--- config.mk ---
export PLATFORM = sky130hd
export DESIGN_NAME = mode_fsm_gen
export DESIGN_NICKNAME = d
export VERILOG_FILES = /design/src/rtl/mode_pkg.sv /design/src/rtl/blink_timer.sv /design/src/rtl/mode_fsm_gen.sv
export SDC_FILE = /design/constraint.sdc
export NUM_CORES = 1
export LEC_CHECK = 0
export ABC_AREA = 1
export CORE_MARGIN = 2
export CORE_UTILIZATION = 58
export CTS_BUF_LIST = sky130_fd_sc_hd__clkbuf_8 sky130_fd_sc_hd__clkbuf_16
export CTS_CLUSTER_SIZE = 12
export DETAILED_ROUTE_END_ITERATION = 16
export GPL_TIMING_DRIVEN = 0
export MAX_ROUTING_LAYER = met4
export PLACE_DENSITY = 0.79
export RECOVER_POWER = 25
export SYNTH_ARGS = -nofsm -noshare
export SYNTH_HDL_FRONTEND = slang
export SYNTH_SLANG_ARGS = --single-unit
--- constraint.sdc ---
create_clock -name clk -period 2.05 [get_ports clk]
set_input_delay 0.3075 -clock clk [delete_from_list [all_inputs] [get_ports clk]]
set_output_delay 0.3075 -clock clk [all_outputs]
set_load 0.005 [all_outputs]
--- src/rtl/mode_pkg.sv ---
// Shared state encoding and mode-switch decode helpers for mode_fsm_gen.
package mode_pkg;

    // Widest switch bank any instance may use; narrower banks are zero-extended.
    localparam int unsigned MAX_MODES = 15;

    typedef enum logic [1:0] {
        IDLE   = 2'd0,
        ACTIVE = 2'd1,
        ERROR  = 2'd2
    } state_t;

    typedef logic [MAX_MODES-1:0] sw_vec_t;

    // True when exactly one switch is set.
    function automatic logic is_onehot(input sw_vec_t v);
        return (v != '0) && ((v & (v - sw_vec_t'(1))) == '0);
    endfunction

    // Bit position of the set switch; only meaningful when is_onehot(v).
    function automatic logic [3:0] onehot_index(input sw_vec_t v);
        logic [3:0] idx;
        idx = '0;
        for (int unsigned i = 0; i < MAX_MODES; i++) begin
            if (v[i]) idx = 4'(i);
        end
        return idx;
    endfunction

endpackage

--- src/rtl/blink_timer.sv ---
// Error blink generator: half-period timer plus toggle counter with auto-done.
module blink_timer #(
    parameter int unsigned HALF        = 4,
    parameter int unsigned ERR_TOGGLES = 4
) (
    input  logic clk,
    input  logic rst_n,
    input  logic start,
    input  logic stop,
    output logic blink_bit,
    output logic done
);

    localparam int unsigned TW = (HALF > 1) ? $clog2(HALF) : 1;
    localparam int unsigned CW = $clog2(ERR_TOGGLES + 1);

    logic          run_q,   run_d;
    logic [TW-1:0] tmr_q,   tmr_d;
    logic [CW-1:0] cnt_q,   cnt_d;
    logic          blink_q, blink_d;
    logic          wrap;

    assign wrap      = run_q && (tmr_q == TW'(HALF - 1));
    // done is combinational so the owning FSM can leave ERROR on the same edge
    // as the final toggle.
    assign done      = wrap && (cnt_q == CW'(ERR_TOGGLES - 1));
    assign blink_bit = blink_q;

    // Next-state for timer, toggle count and blink phase; start beats stop.
    always_comb begin
        run_d   = run_q;
        tmr_d   = tmr_q;
        cnt_d   = cnt_q;
        blink_d = blink_q;
        if (start) begin
            run_d   = 1'b1;
            tmr_d   = '0;
            cnt_d   = '0;
            blink_d = 1'b1;
        end else if (stop) begin
            run_d   = 1'b0;
            tmr_d   = '0;
            cnt_d   = '0;
            blink_d = 1'b0;
        end else if (run_q) begin
            if (wrap) begin
                tmr_d = '0;
                if (done) begin
                    run_d   = 1'b0;
                    cnt_d   = '0;
                    blink_d = 1'b0;
                end else begin
                    cnt_d   = cnt_q + CW'(1);
                    blink_d = ~blink_q;
                end
            end else begin
                tmr_d = tmr_q + TW'(1);
            end
        end
    end

    // Timer registers with synchronous active-low reset.
    always_ff @(posedge clk) begin
        if (!rst_n) begin
            run_q   <= 1'b0;
            tmr_q   <= '0;
            cnt_q   <= '0;
            blink_q <= 1'b0;
        end else begin
            run_q   <= run_d;
            tmr_q   <= tmr_d;
            cnt_q   <= cnt_d;
            blink_q <= blink_d;
        end
    end

endmodule

--- src/rtl/mode_fsm_gen.sv ---
// Mode selection FSM: confirms a one-hot switch choice into ACTIVE, flags bad
// selections with a self-clearing blinking ERROR state.
module mode_fsm_gen
    import mode_pkg::*;
#(
    parameter int unsigned N_MODES     = 5,
    parameter int unsigned CLK_FREQ_HZ = 50_000_000,
    parameter int unsigned BLINK_HZ    = 4,
    parameter int unsigned ERR_TOGGLES = 8,
    localparam int unsigned MW         = $clog2(N_MODES + 1),
    localparam int unsigned HALF       = CLK_FREQ_HZ / (2 * BLINK_HZ)
) (
    input  logic               clk,
    input  logic               rst_n,
    input  logic               btn_pulse,
    input  logic [N_MODES-1:0] mode_sw,
    input  logic               exit_req,
    output logic [MW-1:0]      mode_state,
    output logic               error_active,
    output logic               blink_bit,
    output logic               mode_enter,
    output logic               mode_exit
);

    state_t          state_q, state_d;
    logic [MW-1:0]   mode_q,  mode_d;
    logic            enter_q, enter_d;
    logic            exit_q,  exit_d;
    logic            tmr_start, tmr_stop, tmr_done;
    sw_vec_t         sw_ext;
    logic            sw_ok;
    logic [MW-1:0]   sw_mode;

    assign sw_ext  = sw_vec_t'(mode_sw);
    assign sw_ok   = is_onehot(sw_ext);
    assign sw_mode = MW'(onehot_index(sw_ext)) + MW'(1);

    blink_timer #(
        .HALF        (HALF),
        .ERR_TOGGLES (ERR_TOGGLES)
    ) u_blink (
        .clk       (clk),
        .rst_n     (rst_n),
        .start     (tmr_start),
        .stop      (tmr_stop),
        .blink_bit (blink_bit),
        .done      (tmr_done)
    );

    // Next-state, latched mode and entry/exit pulse decode.
    always_comb begin
        state_d   = state_q;
        mode_d    = mode_q;
        enter_d   = 1'b0;
        exit_d    = 1'b0;
        tmr_start = 1'b0;
        tmr_stop  = 1'b0;
        unique case (state_q)
            IDLE: begin
                if (btn_pulse) begin
                    if (sw_ok) begin
                        state_d = ACTIVE;
                        mode_d  = sw_mode;
                        enter_d = 1'b1;
                    end else begin
                        state_d   = ERROR;
                        tmr_start = 1'b1;
                    end
                end
            end
            ACTIVE: begin
                if (exit_req || (btn_pulse && (mode_sw == '0))) begin
                    state_d = IDLE;
                    mode_d  = '0;
                    exit_d  = 1'b1;
                end
            end
            ERROR: begin
                // A confirm press outranks the auto-clear on the same edge.
                if (btn_pulse) begin
                    if (sw_ok) begin
                        state_d  = ACTIVE;
                        mode_d   = sw_mode;
                        enter_d  = 1'b1;
                        tmr_stop = 1'b1;
                    end else begin
                        tmr_start = 1'b1;
                    end
                end else if (tmr_done) begin
                    state_d = IDLE;
                end
            end
            default: begin
                state_d  = IDLE;
                mode_d   = '0;
                tmr_stop = 1'b1;
            end
        endcase
    end

    // State and output registers with synchronous active-low reset.
    always_ff @(posedge clk) begin
        if (!rst_n) begin
            state_q <= IDLE;
            mode_q  <= '0;
            enter_q <= 1'b0;
            exit_q  <= 1'b0;
        end else begin
            state_q <= state_d;
            mode_q  <= mode_d;
            enter_q <= enter_d;
            exit_q  <= exit_d;
        end
    end

    assign mode_state   = mode_q;
    assign error_active = (state_q == ERROR);
    assign mode_enter   = enter_q;
    assign mode_exit    = exit_q;

endmodule

==> impl_metrics.tcl <==
set metrics [dict create \
    area_growth_pct 13.5 \
    htreeDepth 2 \
    antenna_found_initial 0 \
    fin_tns_setup_ns 0 \
    drv_cap 0 \
    postCtsSetupRepairBufs 0 \
    io_buffers 15 \
    synth_ff_type "dfxtp_1" \
    ios 16 \
    period_share_pct 91.5 \
    grt_pass1_vias 1762 \
    crit_arrival_ns 2.06 \
    antenna_left 0 \
    fp.dieH_microns 64.3 \
    hold_slack_ns 0.452 \
    cts_tree "done" \
    ys.warnings.count 0 \
    cts_repair_resize_count 0 \
    fillers 309 \
    rows 21 \
    power_leakage_nw 0.954 \
    skew_ns 0.00333 \
    nets 343 \
    route.vias.total 1973 \
    wl_per_cell_microns 11.6 \
    ys_async_sr_fraction_pct 0 \
    worst_pin_slew_ns 0.450 \
    synth.distinct_cells 32 \
    gp_congestion 0.898 \
    drt_iter0_drc 168 \
    synth_edf_count 0 \
    drv_slew 0 \
    dp_hpwl_microns 3370 \
    wirelength_microns 4390 \
    clk_latency_ns 0.29 \
    initial_core_util_pct 61.7 \
    dpl_cell_area_sq_mm 0.00231 \
    timing.fmax_mhz 533 \
    drc 0 \
    ir_drop_v 0.000433 \
    clkSinkCount 36 \
    hold_violations 0 \
    setup_viol 0 \
    rsz0062_at_grt "no" \
    grt_max_degree 11 \
    track_usage_pct 24.6 \
    outcome "completed" \
    post-route-util_pct 70.0 \
    num_antenna_cells 0 \
    yosysSeqAreaShare_pct 34.2 \
    first_pass_iters 4 \
    avgSynthCellArea_sq_um 6.82 \
    synth_cells 309 \
    layout_min_cycle_time_ns 1.88 \
    die_x_microns 64.3 \
    cts_hold_buf 0 \
    drive_gt1_share_pct 12.4 \
    pwr_density_cell_mw_per_mm2 624 \
    yosys_register_bits 36 \
    grt_pass1_wl_microns 7890 \
    final_area_sq_mm 0.00239 \
    syn_nets 321 \
    dieArea_sq_mm 0.00413 \
    cts_inserted_buffers 5 \
    cp_max_fo 10 \
    max-slew-margin-rel_pct 69.8 \
    grt_overflow_total 0 \
    coreArea_sq_mm 0.00342 \
    clk_pin_slew_ns 0.07 \
    setup.worst_path.class "in2reg" \
    root_buffer "clkbuf_8" \
    required_ns 2.23 \
    crit_path_start_kind "primary input" \
    end_kind "register" \
    hold_path.class "reg2reg" \
    syn_area_sq_mm 0.00211 \
    vias_per_cell 5.23 \
    clockBufferDepth 2 \
]
[area by class of cell]
class / count / area (sq um) / share of cell area (%)
tap: 46 / 57.6 / 2.41
clock buffer: 5 / 68.8 / 2.88
buffer: 1 / 15.0 / 0.628
timing repair buffer: 15 / 150 / 6.28
sequential: 36 / 721 / 30.1
clock inverter: 2 / 8.76 / 0.366
inverter: 42 / 158 / 6.59
multi-input combinational: 230 / 1210 / 50.7
[cells in the final DEF, fill, tap and decap left out, drive strengths merged, types with 2 or more instances in the layout]
cell,synthesis,final
nor3b,3,3
a21oi,13,13
nand2,79,79
ha,3,3
nor2,65,65
inv,42,43
nand4,11,11
xor2,5,5
nor4,2,2
clkbuf,0,5
xnor2,2,2
o31ai,2,2
dlygate4sd3,0,7
o21ai,9,9
clkdlybuf4s50,0,8
nor3,11,11
nand3,19,19
nand3b,2,2
dfxtp,36,36
[sequential cells by signal, summed over array words and instances (netlist names)]
signal,count
mode_enter,1
u_blink.tmr_q,23
state_q,2
u_blink.blink_bit,1
u_blink.run_q,1
u_blink.cnt_q,4
mode_state,3
mode_exit,1
[worst max-delay path, stage by stage]
cell and delay, ns:
dlygate4sd3_1 0.60, nor2_4 0.15, nand2_1 0.06, nand2_1 0.08
nand3_2 0.17, nand2_2 0.12, nand3_2 0.10, nand2_2 0.09
inv_2 0.04, nand2_4 0.11, buf_8 0.17, nor2_1 0.05
[final timing paths]
check / from / end / slack, ns / depth (start not counted)
max: mode_sw[1] / u_blink.cnt_q[2] / 0.17 / 12
min: mode_state[2] / mode_state[2] / 0.45 / 2
max reg2reg: u_blink.tmr_q[0] / u_blink.tmr_q[17] / 0.20 / 10
min reg2reg: mode_state[2] / mode_state[2] / 0.45 / 2
[report_power, final]
part / switching [mW] / internal (mW)
Clock: 0.248 / 0.226
Combinational: 0.159 / 0.112
Sequential: 0.0244 / 0.725
Total: 0.431 / 1.06
[cells in the mapped netlist (2+ instances only)]
| cell | number | area (sq um) |
|---|---|---|
| xor2_1 | 5 | 43.8 |
| a21oi_2 | 4 | 35.0 |
| nor2_1 | 56 | 210 |
| nor3b_1 | 3 | 22.5 |
| nand3_2 | 3 | 30.0 |
| nor2_2 | 3 | 18.8 |
| inv_1 | 35 | 131 |
| nand3_1 | 14 | 70.1 |
| nand2_1 | 72 | 270 |
| nand3_4 | 2 | 35.0 |
| o21ai_1 | 3 | 15.0 |
| xnor2_1 | 2 | 17.5 |
| inv_2 | 7 | 26.3 |
| o31ai_1 | 2 | 15.0 |
| nand2_4 | 2 | 22.5 |
| dfxtp_1 | 36 | 721 |
| nand2_2 | 5 | 31.3 |
| nor2_4 | 5 | 56.3 |
| nor4_1 | 2 | 12.5 |
| nand4_1 | 10 | 62.6 |
| a21oi_1 | 9 | 45.0 |
| nor3_1 | 11 | 55.1 |
| nand3b_1 | 2 | 15.0 |
| o21ai_0 | 6 | 30.0 |
| ha_1 | 3 | 37.5 |
[per-layer routing]
layer | vias up | track usage (%) | wire, microns
met3 | 8 | 4.75 | 244
met1 | 880 | 34.7 | 2220
met4 | 0 | 7.18 | 59
met2 | 52 | 35.9 | 1870
met5 | - | - | 0
li1 | 1033 | - | -
[metrics by stage]
step	power, mW	worst slack [ns]	cells
6_report	1.49	0.174	377
4_1_cts	1.51	0.199	377
5_1_grt	1.56	0.0173	377
3_3_place_gp	1.04	-0.00157	370
2_1_floorplan	0.942	0.533	309
3_5_place_dp	1.04	-0.0228	370
[logic make-up (layout without fill, tap and decap cells)]
group | count (synthesis) | count (layout) | share of synthesized area (%)
flops | 36 | 36 | 34.2
fa+ha+maj | 3 | 3 | 1.78
simple gates | 192 | 192 | 44.8
xor+xnor | 7 | 7 | 2.91
buf+inv | 43 | 65 | 8.19
compound gates | 28 | 28 | 8.08
(Power assumes the default switching activity.)
